## config.mk

```make
export PLATFORM = sky130hd
export DESIGN_NAME = fuzzy_centroid_defuzz
export DESIGN_NICKNAME = d
export VERILOG_FILES = /design/src/rtl/fuzzy_centroid_defuzz.sv
export SDC_FILE = /design/constraint.sdc
export NUM_CORES = 1
export LEC_CHECK = 0
export CAP_MARGIN = 5
export CORE_MARGIN = 3
export CORE_UTILIZATION = 59
export CTS_BUF_LIST = sky130_fd_sc_hd__clkbuf_8
export CTS_CLUSTER_DIAMETER = 30
export DETAILED_ROUTE_END_ITERATION = 8
export DONT_BUFFER_PORTS = 1
export HOLD_SLACK_MARGIN = 0.06
export PLACE_DENSITY_LB_ADDON = 0.2
export SLEW_MARGIN = 10
export SYNTH_ARGS = -nofsm -noshare
export SYNTH_HDL_FRONTEND = slang
export SYNTH_SLANG_ARGS = --single-unit
```

## constraint.sdc

```tcl
create_clock -name clk -period 1.9 [get_ports clk]
set_input_delay 0.19 -clock clk [delete_from_list [all_inputs] [get_ports clk]]
set_output_delay 0.19 -clock clk [all_outputs]
set_load 0.02 [all_outputs]
```

## src/rtl/fuzzy_centroid_defuzz.sv

```systemverilog
// fuzzy_centroid_defuzz: bit-serial centroid of a fuzzy set.
// Scans set bits, then restoring-divides index sum by popcount.
module fuzzy_centroid_defuzz #(
  parameter int LongBits_limit = 10,
  parameter int IDX_W = $clog2(LongBits_limit),
  parameter int SUM_W = $clog2(LongBits_limit*(LongBits_limit-1)/2+1),
  parameter int CNT_W = $clog2(LongBits_limit+1)
) (
  input  logic                      clk,
  input  logic                      rst_n,
  input  logic                      in_valid,
  output logic                      in_ready,
  input  logic [LongBits_limit-1:0] in_set,
  output logic                      out_valid,
  input  logic                      out_ready,
  output logic [IDX_W-1:0]          out_value,
  output logic                      out_empty
);

  localparam int RW = CNT_W + 1;
  localparam logic [IDX_W-1:0] LAST_IDX =
    IDX_W'(LongBits_limit - 1);
  localparam logic [IDX_W-1:0] DIV_TOP =
    IDX_W'(IDX_W - 1);

  typedef enum logic [1:0] {
    IDLE,
    SCAN,
    DIV,
    DONE
  } state_t;

  state_t state_q;
  state_t state_d;

  logic [LongBits_limit-1:0] shift_q;
  logic [SUM_W-1:0]          sum_q;
  logic [CNT_W-1:0]          cnt_q;
  logic [IDX_W-1:0]          idx_q;
  logic [CNT_W-1:0]          rem_q;
  logic [IDX_W-1:0]          dvd_q;
  logic [IDX_W-1:0]          quo_q;

  logic                      scan_bit;
  logic                      scan_last;
  logic [SUM_W-1:0]          sum_nx;
  logic [CNT_W-1:0]          cnt_nx;
  logic [CNT_W-1:0]          rem_init;
  logic [IDX_W-1:0]          dvd_init;
  logic [RW-1:0]             rem_sh;
  logic                      rem_ge;
  logic [CNT_W-1:0]          rem_sub;
  logic [CNT_W-1:0]          rem_nx;
  logic [IDX_W-1:0]          quo_nx;
  logic                      div_last;

  assign in_ready = (state_q == IDLE);

  // Scan accumulate and one restoring-divide step.
  // Dividend high bits seed the remainder: quotient < 2^IDX_W
  // guarantees sum >> IDX_W is already below the divisor.
  always_comb begin
    scan_bit  = shift_q[0];
    scan_last = (idx_q == LAST_IDX);
    sum_nx    = sum_q + (scan_bit ? SUM_W'(idx_q) : '0);
    cnt_nx    = cnt_q + CNT_W'(scan_bit);
    rem_init  = CNT_W'(sum_nx >> IDX_W);
    dvd_init  = sum_nx[IDX_W-1:0];
    rem_sh    = {rem_q, dvd_q[IDX_W-1]};
    rem_ge    = (rem_sh >= RW'(cnt_q));
    rem_sub   = rem_sh[CNT_W-1:0] - cnt_q;
    rem_nx    = rem_ge ? rem_sub : rem_sh[CNT_W-1:0];
    quo_nx    = (quo_q << 1) | IDX_W'(rem_ge);
    div_last  = (idx_q == '0);
  end

  // State register.
  always_ff @(posedge clk or negedge rst_n) begin
    if (!rst_n) begin
      state_q <= IDLE;
    end else begin
      state_q <= state_d;
    end
  end

  // Next-state logic.
  always_comb begin
    state_d = state_q;
    unique case (state_q)
      IDLE: begin
        if (in_valid) state_d = SCAN;
      end
      SCAN: begin
        if (scan_last) begin
          state_d = (cnt_nx != '0) ? DIV : DONE;
        end
      end
      DIV: begin
        if (div_last) state_d = DONE;
      end
      DONE: begin
        if (out_ready) state_d = IDLE;
      end
      default: state_d = IDLE;
    endcase
  end

  // Datapath and output registers.
  always_ff @(posedge clk or negedge rst_n) begin
    if (!rst_n) begin
      shift_q   <= '0;
      sum_q     <= '0;
      cnt_q     <= '0;
      idx_q     <= '0;
      rem_q     <= '0;
      dvd_q     <= '0;
      quo_q     <= '0;
      out_value <= '0;
      out_empty <= 1'b0;
      out_valid <= 1'b0;
    end else begin
      unique case (state_q)
        IDLE: begin
          if (in_valid) begin
            shift_q <= in_set;
            sum_q   <= '0;
            cnt_q   <= '0;
            idx_q   <= '0;
          end
        end
        SCAN: begin
          shift_q <= shift_q >> 1;
          sum_q   <= sum_nx;
          cnt_q   <= cnt_nx;
          idx_q   <= idx_q + IDX_W'(1);
          if (scan_last) begin
            idx_q <= DIV_TOP;
            rem_q <= rem_init;
            dvd_q <= dvd_init;
            quo_q <= '0;
            if (cnt_nx == '0) begin
              out_value <= '0;
              out_empty <= 1'b1;
              out_valid <= 1'b1;
            end
          end
        end
        DIV: begin
          rem_q <= rem_nx;
          dvd_q <= dvd_q << 1;
          quo_q <= quo_nx;
          idx_q <= idx_q - IDX_W'(1);
          if (div_last) begin
            out_value <= quo_nx;
            out_empty <= 1'b0;
            out_valid <= 1'b1;
          end
        end
        DONE: begin
          if (out_ready) out_valid <= 1'b0;
        end
        default: ;
      endcase
    end
  end

endmodule

```

==> results.yml <==
run_status:
  status: "completed"
die:
  core_sq_mm: 0.00414
  fp.dieW_um: 72.7
  dieArea_sq_mm: 0.00528
  start_util_pct: 63.3
  die_height_um: 72.7
  io_pins: 21
  num_rows: 23
logic_synthesis:
  ys_types: 56
  syn_inst: 264
  yosysTopAreaCell: "dfrtp_1"
  synthFlopType: "dfrtp_1"
  async_reset_ff_share_pct: 100
  yosys-top-cells-area: "dfrtp_1, ha_1, mux2i_1, nand2_1, o21ai_0"
  yosysSeqAreaShare_pct: 41.0
  synth.most_common_cell: "dfrtp_1"
  synth_nets: 297
  syn_avg_cell_area_sq_um: 9.93
  yosys-top-cells-count: "dfrtp_1, nand2_1, o21ai_0"
  syn_area_sq_mm: 0.00262
  synth_warnings: 0
  yosysTopAreaCellShare_pct: 41.0
  ys_seq_elements: 43
  synth_edf_count: 0
cts:
  path_clk_slew_ns: 0.08
  cts_root_buf: "clkbuf_8"
  clkLatencyLatePin_ns: 0.29
  cts_buffers: 5
  tritoncts: "done"
  htreeDepth: 2
  clock_path_buffers: 2
  cts.sinks: 43
place:
  dp_hpwl_um: 3870
  placement.io_buffers: 0
  post-place-ws_ns: -0.0544
  place.gp.congestion: 0.911
  placed_cells: 335
worst_setup_path:
  crit_arrival_ns: 2.08
  cp-end-kind: "flop"
  reg2reg_from: "shift_q[0]$_DFFE_PN0P_"
  path_class: "reg -> reg"
  crit_end: "dvd_q[3]$_DFFE_PN0P_"
  required_ns: 2.08
  cp_max_fo: 6
  r2r_slack_ns: 0.0004
  crit_path_start_kind: "flop"
  worstReg2RegEnd: "dvd_q[3]$_DFFE_PN0P_"
  crit_start: "shift_q[0]$_DFFE_PN0P_"
  reg2reg_depth: 7
sta:
  slew_viol_final: 0
  fmax_ghz: 0.526
  rsz0062_at_grt: "true"
  setup_viol: 0
  relSlewSlack_pct: 76.8
  finalCritPeriodShare_pct: 100
  hold_ws_ns: 0.0974
  hold_viol: 0
  post-route-min-period_ns: 1.90
  finClkSkew_ns: 0.00954
  worst_slew_pin_slew_ns: 0.345
  finalWorstSetupSlack_ns: 0.000382
route:
  via_count: 2032
  viasPerCell: 5.82
  first_iter_violations: 83
  drt_wl_total_um: 5340
  postRouteAntennaNets: 0
  wire_per_inst_um: 15.3
  drc: 0
  firstDrtPassIters: 4
run:
  maxCapViolCount: 0
layout:
  instances_no_fill: 349
  antenna_cells: 0
  drive_gt1_share_pct: 27.4
  nets: 331
  synthToLayoutAreaGrowth_pct: 20.4
power_and_ir_drop:
  peakVddDrop_mv: 1.11
  p_per_area_mw_per_mm2: 1840
  power_mw: 5.80
  p_leak_nw: 1.44
global_routing:
  grt_max_degree: 44
  grt_usage_pct: 22.5
  antenna_found_initial: 0
  grt_pass1_vias: 2107
  grt_first_pass_wirelength_um: 9420
  grt.overflow.total: 0
min_path:
  hp-class: "in -> reg"
## power by group
group          internal (mW)  switching, mW  total, mW
registers               1.28          0.305       1.59
logic                   1.72           1.78       3.50
clock network          0.392          0.320      0.712
total                   3.39           2.41       5.80
## worst max-delay path, cell delays in order (launching register included)
cell and delay, ns:
dfrtp_2 0.44, and2_2 0.18, ha_1 0.37, inv_1 0.06, o21bai_1 0.19, xnor2_1 0.18
o21ai_0 0.10, mux2_2 0.26
## timing repair
action                                  CTS  global route
endpoints found under the setup margin    6            19
endpoints found under the hold margin    44             0
hold buffers                              4             0
buffers inserted                          0             2
resized for setup                         3            20
pin swaps                                 0             8
## logic make-up after synthesis
| family | after synthesis | synth area share [%] |
|---|---|---|
| AO/OA/AOI/OAI | 69 | 18.6 |
| XOR/XNOR | 7 | 2.34 |
| adder cells (fa/ha/maj) | 19 | 9.64 |
| buffers and inverters | 30 | 4.82 |
| flip-flops | 43 | 41.0 |
| multiplexers | 23 | 9.26 |
| AND/OR/NAND/NOR | 73 | 14.4 |
## through the flow
stage / cell area [sq um] / utilization (%) / setup TNS [ns]
floorplan: 2620 / - / 0
global placement: 2890 / 69.7 / 0
detailed placement: 2890 / 69.7 / -0.228
CTS: 3050 / 73.7 / 0
global route: 3160 / 76.2 / -0.576
finish: 3160 / 76.2 / 0
## layout make-up
type                            instances  area [sq um]
Clock inverter                          3          43.8
Clock buffer                            5          68.8
Multi-Input combinational cell        191          1520
Fill cell                             285           986
Tap cell                               50          62.6
Timing Repair Buffer                   38           318
Sequential cell                        43          1080
Inverter                               19          71.3
## state kept, by name (all words and copies together), names as in the netlist, 2 cells and up
| signal | cells |
|---|---|
| shift_q | 10 |
| sum_q | 6 |
| cnt_q | 4 |
| dvd_q | 4 |
| idx_q | 4 |
| out_value | 4 |
| rem_q | 4 |
| quo_q | 3 |
| state_q | 2 |
## placed cells by master (no fill, tap or decap), types with 3 or more instances in the layout
cell type      instances
dfrtp_1               42
buf_4                 33
nand2_1               30
o21ai_0               20
mux2i_1               18
inv_1                 17
ha_1                  12
a22o_1                11
nand3_1                7
a21oi_1                7
nor2_1                 5
clkbuf_8               5
and2_1                 4
nand2b_1               4
xnor2_1                4
a31oi_1                4
mux2_2                 3
ha_2                   3
dlygate4sd3_1          3
## how the worst min path moves through the flow
stage                     cells past startpoint      start                  endpoint
after floorplan                               0      rst_n      cnt_q[0]$_DFFE_PN0P_
after global placement                        0      rst_n  out_value[3]$_DFFE_PN0P_
after detailed placement                      0      rst_n  out_value[2]$_DFFE_PN0P_
after CTS                                     2  in_set[4]    shift_q[4]$_DFFE_PN0P_
after global routing                          2  in_set[2]    shift_q[2]$_DFFE_PN0P_
final                                         2  in_set[1]    shift_q[1]$_DFFE_PN0P_
## layer usage
metal	share of wire [%]	GRT usage (%)	up-vias	routed length, um
met3	4.0	4.68	9	215
met1	46	29.3	974	2450
met5	0	0	-	0
met4	1.4	7.99	0	76
li1	-	-	1010	-
met2	49	37.3	39	2600
No activity file was read; power rests on OpenSTA's default activity.
